$ cat config.mk
export PLATFORM = sky130hd
export DESIGN_NAME = alap_dp
export DESIGN_NICKNAME = d
export VERILOG_FILES = /design/src/rtl/alap_pkg.sv /design/src/rtl/alap_alu.sv /design/src/rtl/alap_dp.sv
export SDC_FILE = /design/constraint.sdc
export NUM_CORES = 2
export LEC_CHECK = 0
export CAP_MARGIN = 20
export CORE_UTILIZATION = 25
export CTS_CLUSTER_SIZE = 10
export DETAILED_ROUTE_END_ITERATION = 7
export PLACE_DENSITY = 0.41
export SYNTH_ARGS = -nofsm -noshare
export SYNTH_HDL_FRONTEND = slang
export SYNTH_SLANG_ARGS = --single-unit
$ cat constraint.sdc
create_clock -name clk -period 7.47 [get_ports clk]
set_input_delay 1.494 -clock clk [delete_from_list [all_inputs] [get_ports clk]]
set_output_delay 1.494 -clock clk [all_outputs]
set_load 0.01 [all_outputs]
$ cat src/rtl/alap_pkg.sv
// Shared definitions for the ALAP control unit and its datapath: opcodes,
// control-word layout and result FSM encoding.
package alap_pkg;

    localparam logic [3:0] F1_PASSA = 4'h0;
    localparam logic [3:0] F1_ADD   = 4'h1;
    localparam logic [3:0] F1_SUB   = 4'h2;
    localparam logic [3:0] F1_RSUB  = 4'h3;
    localparam logic [3:0] F1_AND   = 4'h4;
    localparam logic [3:0] F1_OR    = 4'h5;
    localparam logic [3:0] F1_XOR   = 4'h6;
    localparam logic [3:0] F1_NOTA  = 4'h7;
    localparam logic [3:0] F1_SHL   = 4'h8;
    localparam logic [3:0] F1_SHR   = 4'h9;
    localparam logic [3:0] F1_SRA   = 4'hA;
    localparam logic [3:0] F1_MIN   = 4'hB;
    localparam logic [3:0] F1_MAX   = 4'hC;
    localparam logic [3:0] F1_MUL   = 4'hD;
    localparam logic [3:0] F1_ABS   = 4'hE;
    localparam logic [3:0] F1_PASSB = 4'hF;

    localparam logic [1:0] F2_PASS3 = 2'd0;
    localparam logic [1:0] F2_SHL2  = 2'd1;
    localparam logic [1:0] F2_ADD31 = 2'd2;
    localparam logic [1:0] F2_SUB31 = 2'd3;

    typedef enum logic {
        ST_EMPTY = 1'b0,
        ST_FULL  = 1'b1
    } res_state_t;

    // Control word as issued by the control unit, MSB first.
    typedef struct packed {
        logic       done;
        logic [1:0] f2_f;
        logic [3:0] f1_f;
        logic       r3_en;
        logic       r2_en;
        logic       r1_en;
        logic       r2_sel;
        logic       f2_oe;
        logic       f1_oe;
        logic       in1_oe;
        logic       in0_oe;
    } alap_cw_t;

    localparam int CW_W = $bits(alap_cw_t);

endpackage

$ cat src/rtl/alap_alu.sv
// F1 functional unit: purely combinational, A = R1, B = R2.
module alap_alu
    import alap_pkg::*;
#(
    parameter int WIDTH = 32
) (
    input  logic [WIDTH-1:0] i_a,
    input  logic [WIDTH-1:0] i_b,
    input  logic [3:0]       i_f,
    output logic [WIDTH-1:0] o_y
);

    logic signed [WIDTH-1:0] w_sa;
    logic signed [WIDTH-1:0] w_sb;
    logic [WIDTH-1:0]        w_mul;

    assign w_sa  = i_a;
    assign w_sb  = i_b;
    assign w_mul = i_a * i_b;

    always_comb begin
        o_y = '0;
        case (i_f)
            F1_PASSA: o_y = i_a;
            F1_ADD:   o_y = i_a + i_b;
            F1_SUB:   o_y = i_a - i_b;
            F1_RSUB:  o_y = i_b - i_a;
            F1_AND:   o_y = i_a & i_b;
            F1_OR:    o_y = i_a | i_b;
            F1_XOR:   o_y = i_a ^ i_b;
            F1_NOTA:  o_y = ~i_a;
            F1_SHL:   o_y = i_a << 1;
            F1_SHR:   o_y = i_a >> 1;
            F1_SRA:   o_y = $unsigned(w_sa >>> 1);
            F1_MIN:   o_y = (w_sa < w_sb) ? i_a : i_b;
            F1_MAX:   o_y = (w_sa > w_sb) ? i_a : i_b;
            F1_MUL:   o_y = w_mul;
            // The most negative value negates to itself, which is the wanted result.
            F1_ABS:   o_y = w_sa[WIDTH-1] ? ({WIDTH{1'b0}} - i_a) : i_a;
            F1_PASSB: o_y = i_b;
            default:  o_y = '0;
        endcase
    end

endmodule

$ cat src/rtl/alap_dp.sv
// Datapath slave of the ALAP control unit: buses, R1-R3, F1/F2 and a one-deep
// result register with valid/ready handshake plus sticky error flags.
module alap_dp
    import alap_pkg::*;
#(
    parameter int WIDTH = 32
) (
    input  logic             clk,
    input  logic             rst_n,
    input  logic [WIDTH-1:0] in0,
    input  logic [WIDTH-1:0] in1,
    input  logic             in0_oe,
    input  logic             in1_oe,
    input  logic             f1_oe,
    input  logic             f2_oe,
    input  logic             r2_sel,
    input  logic             r1_en,
    input  logic             r2_en,
    input  logic             r3_en,
    input  logic [3:0]       f1_f,
    input  logic [1:0]       f2_f,
    input  logic             done,
    output logic [WIDTH-1:0] res,
    output logic             res_valid,
    input  logic             res_ready,
    output logic             zero,
    output logic             err_bus,
    output logic             err_ovr,
    input  logic             err_clr
);

    logic [WIDTH-1:0] r_r1;
    logic [WIDTH-1:0] r_r2;
    logic [WIDTH-1:0] r_r3;
    logic [WIDTH-1:0] r_res;
    logic             r_zero;
    logic             r_err_bus;
    logic             r_err_ovr;
    res_state_t       r_state;
    res_state_t       w_state_nxt;

    logic [WIDTH-1:0] w_f1;
    logic [WIDTH-1:0] w_f2;
    logic [WIDTH-1:0] w_x;
    logic [WIDTH-1:0] w_y;
    logic             w_conflict;
    logic             w_capture;
    logic             w_ovr;

    alap_alu #(.WIDTH(WIDTH)) u_alu (
        .i_a (r_r1),
        .i_b (r_r2),
        .i_f (f1_f),
        .o_y (w_f1)
    );

    always_comb begin
        w_f2 = r_r3;
        case (f2_f)
            F2_PASS3: w_f2 = r_r3;
            F2_SHL2:  w_f2 = r_r2 << 1;
            F2_ADD31: w_f2 = r_r3 + r_r1;
            F2_SUB31: w_f2 = r_r3 - r_r1;
            default:  w_f2 = r_r3;
        endcase
    end

    // On a drive conflict the external input keeps the bus.
    assign w_x        = in0_oe ? in0 : (f1_oe ? w_f1 : '0);
    assign w_y        = in1_oe ? in1 : (f2_oe ? w_f2 : '0);
    assign w_conflict = (in0_oe & f1_oe) | (in1_oe & f2_oe);

    always_comb begin
        w_state_nxt = r_state;
        w_capture   = 1'b0;
        w_ovr       = 1'b0;
        case (r_state)
            ST_EMPTY: begin
                if (done) begin
                    w_capture   = 1'b1;
                    w_state_nxt = ST_FULL;
                end
            end
            ST_FULL: begin
                if (res_ready && done) begin
                    w_capture = 1'b1;
                end else if (res_ready) begin
                    w_state_nxt = ST_EMPTY;
                end else if (done) begin
                    w_ovr = 1'b1;
                end
            end
            default: w_state_nxt = ST_EMPTY;
        endcase
    end

    always_ff @(posedge clk or negedge rst_n) begin
        if (!rst_n) begin
            r_r1      <= '0;
            r_r2      <= '0;
            r_r3      <= '0;
            r_res     <= '0;
            r_zero    <= 1'b1;
            r_err_bus <= 1'b0;
            r_err_ovr <= 1'b0;
            r_state   <= ST_EMPTY;
        end else begin
            if (r1_en) r_r1 <= w_x;
            if (r2_en) r_r2 <= r2_sel ? w_x : w_y;
            if (r3_en) r_r3 <= w_x;
            if (w_capture) r_res <= r_r3;
            r_zero  <= (r_r3 == '0);
            r_state <= w_state_nxt;
            // A new error in the clearing cycle takes priority over the clear.
            if (w_conflict)   r_err_bus <= 1'b1;
            else if (err_clr) r_err_bus <= 1'b0;
            if (w_ovr)        r_err_ovr <= 1'b1;
            else if (err_clr) r_err_ovr <= 1'b0;
        end
    end

    assign res       = r_res;
    assign res_valid = (r_state == ST_FULL);
    assign zero      = r_zero;
    assign err_bus   = r_err_bus;
    assign err_ovr   = r_err_ovr;

endmodule

==> results.json <==
{
  "post-route-util_pct": 31.9,
  "hpwlAfterDp_um": 148000,
  "vias_per_cell": 5.21,
  "synth_area_leaders": "fa_1, ha_1, dfrtp_1",
  "drive_gt1_share_pct": 19.4,
  "cap_viol_max_count": 0,
  "htree_num_levels": 4,
  "worstMarginPinSlew_ns": 1.13,
  "worst_ep_arrival_time_ns": 8.06,
  "core-area_mm2": 0.129,
  "grt_max_degree": 64,
  "stdcell_count": 6208,
  "max_stage_delay_ns": 0.55,
  "ys_seq_elements": 132,
  "rsz0062_at_grt": "yes",
  "grt_pass1_vias": 33300,
  "multi_input_area_mm2": 0.0276,
  "die_width_um": 363,
  "fmax_ghz": 0.130,
  "cp_max_fo": 6,
  "worstSkewPairLatency_ns": 0.52,
  "avgSynthCellArea_um2": 8.05,
  "tns_ns": -3.01,
  "finalWirelength_um": 178000,
  "root_buffer": "clkbuf_16",
  "cpMaxStageDelayCell": "fa_1",
  "period_share_pct": 103,
  "wire_per_inst_um": 28.6,
  "synth_top_area_share_pct": 25.3,
  "final-seq-area_mm2": 0.00331,
  "crit_top_cell": "fa_1",
  "critical_path_class": "flip-flop to flip-flop",
  "yosysMostFrequentCell": "nor2_1",
  "die_h_um": 363,
  "synthArstFlopShare_pct": 100,
  "clkTransAtPathRegs_ns": 0.07,
  "violations": "setup timing",
  "drtIter0Drc": 3072,
  "synthFlopType": "dfrtp_1",
  "track_usage_pct": 26.9,
  "report.final.hold_viol_count": 0,
  "final_nets": 5227,
  "met3_usage_pct": 3.40,
  "num_rows": 132,
  "use_met2_pct": 42.9,
  "fill_cells": 13800,
  "grt_overflow_total": 0,
  "area_delta_synth_final_pct": 26.5,
  "worst_setup_path_end_kind": "flip-flop",
  "synth_nets": 4824,
  "dieArea_mm2": 0.132,
  "route.vias.total": 32400,
  "start_util_pct": 25.2,
  "io_buffers": 118,
  "fin_skew_ns": 0.0317,
  "cts_buffers": 17,
  "synth_cell_types": 99,
  "syn_area_mm2": 0.0326,
  "drc": 0,
  "worst-endpoint-required_ns": 7.86,
  "antenna_found_initial": 8,
  "grt_pass1_wl_um": 252000,
  "grtUsageMet1_pct": 36.0,
  "status": "finished, violations left",
  "ant_nets": 0,
  "clkSinkCount": 132,
  "maxSlewHeadroom_pct": 24.7,
  "period_needed_ns": 7.68,
  "syn-instance-count": 4047,
  "start_kind": "flip-flop",
  "seq_area_frac_synth_pct": 10.1,
  "fin_ws_ns": -0.206,
  "synth_warnings": 0,
  "routabilityCongestion": 1.01,
  "first_pass_iters": 7,
  "setup_viol_count_final": 27,
  "yosysTopAreaCell": "fa_1",
  "dp_cells": 6131,
  "io_pins": 119,
  "cts_tree": "yes",
  "synthTopCellsByCount": "nor2_1, inv_1, nand2_1, fa_1, ha_1",
  "synth-edff-count": 0,
  "grt-busiest-layer": "met2",
  "slew_viol_final": 0,
  "clk_path_buf_depth": 2,
  "min_path_type": "flip-flop to flip-flop"
}
area by class of cell:
class	count	area share [%]
antenna	3	0.0182
clock buffer	21	1.14
clock inverter	11	0.425
inverter	489	4.61
multi-input combinational	3166	67.0
sequential	132	8.03
tap	1742	5.29
timing repair buffer	644	13.5
cells in the final DEF (no fill, tap or decap), drive strengths merged, types with 14 or more instances in the layout:
cell type / Yosys / routed
a211oi: 36 / 36
a21o: 31 / 31
a21oi: 184 / 184
a221o: 14 / 14
a221oi: 45 / 45
a22oi: 40 / 40
a31oi: 27 / 27
and3: 15 / 15
buf: 69 / 532
clkbuf: 191 / 21
clkdlybuf4s50: 0 / 112
clkinv: 17 / 20
dfrtp: 131 / 131
fa: 411 / 411
ha: 283 / 283
inv: 472 / 469
mux2: 64 / 64
mux2i: 88 / 88
nand2: 445 / 445
nand2b: 34 / 34
nand3: 59 / 59
nand4: 20 / 20
nor2: 496 / 496
nor2b: 30 / 30
nor3: 59 / 59
nor4: 28 / 28
o21a: 29 / 29
o21ai: 218 / 218
o21bai: 19 / 19
o221ai: 34 / 34
o22ai: 25 / 25
or3: 15 / 15
xnor2: 188 / 188
xor2: 42 / 42
registers in the layout (all words and copies together) (netlist names):
register and flops:
res_valid 1, err_bus 1, r_r2 32, r_r1 32, res 32, r_r3 32, err_ovr 1, zero 1
kinds of logic (layout without fill, tap and decap cells):
kind of cell    Yosys count  in the layout  share of synthesized area (%)
buf+inv                 749           1165                           8.69
other cells               0              3                              0
compound gates          843            843                           17.3
xor+xnor                231            231                           6.25
flops                   132            132                           10.1
fa+ha+maj               694            694                           36.1
simple gates           1246           1246                           16.6
mux                     152            152                           4.92
metal layers:
layer / routed length, um / part of all wire, %
met5: 27 / 0.015
met3: 10900 / 6.1
met1: 78000 / 44
met4: 9150 / 5.1
met2: 79700 / 45
repair_timing:
action,in CTS,in global routing
buffers inserted,20,24
setup endpoints to repair,46,55
pin swaps,59,58
hold buffers,0,0
gates resized for setup,140,156
critical path: cells and delay by family (launching register included):
kind,cells,cell delay [ns]
AND/OR/NAND/NOR,4,0.35
flip-flops,1,0.38
buffers and inverters,11,1.37
AO/OA/AOI/OAI,6,1.20
adder cells (fa/ha/maj),9,4.00
multiplexers,1,0.25
worst paths after layout:
| check | endpoint | depth (start not counted) | startpoint | slack, ns |
|---|---|---|---|---|
| worst min register to register | res[0] | 2 | res[0] | 0.50 |
| min in group asynchronous | r_r3[30] | 1 | rst_n | 1.01 |
| worst max register to register | r_r3[30] | 31 | r_r2[3] | -0.21 |
| worst max-delay path | r_r3[30] | 31 | r_r2[3] | -0.21 |
| max in group asynchronous | r_r2[10] | 2 | rst_n | 5.24 |
| worst min-delay path | res[0] | 2 | res[0] | 0.50 |
metrics by stage:
stage | instance area [um^2] | hold slack [ns] | worst slack, ns
5_1_grt | 41200 | 0.526 | -0.435
2_1_floorplan | 32800 | 0.479 | -0.0131
3_3_place_gp | 39000 | 0.473 | -0.598
6_report | 41200 | 0.500 | -0.206
3_5_place_dp | 39000 | 0.481 | -0.689
4_1_cts | 40400 | 0.507 | -0.182
Power is left out: the tool's default activity adds up to more than one toggle a clock period on the data nets, which glitch-free logic cannot reach.
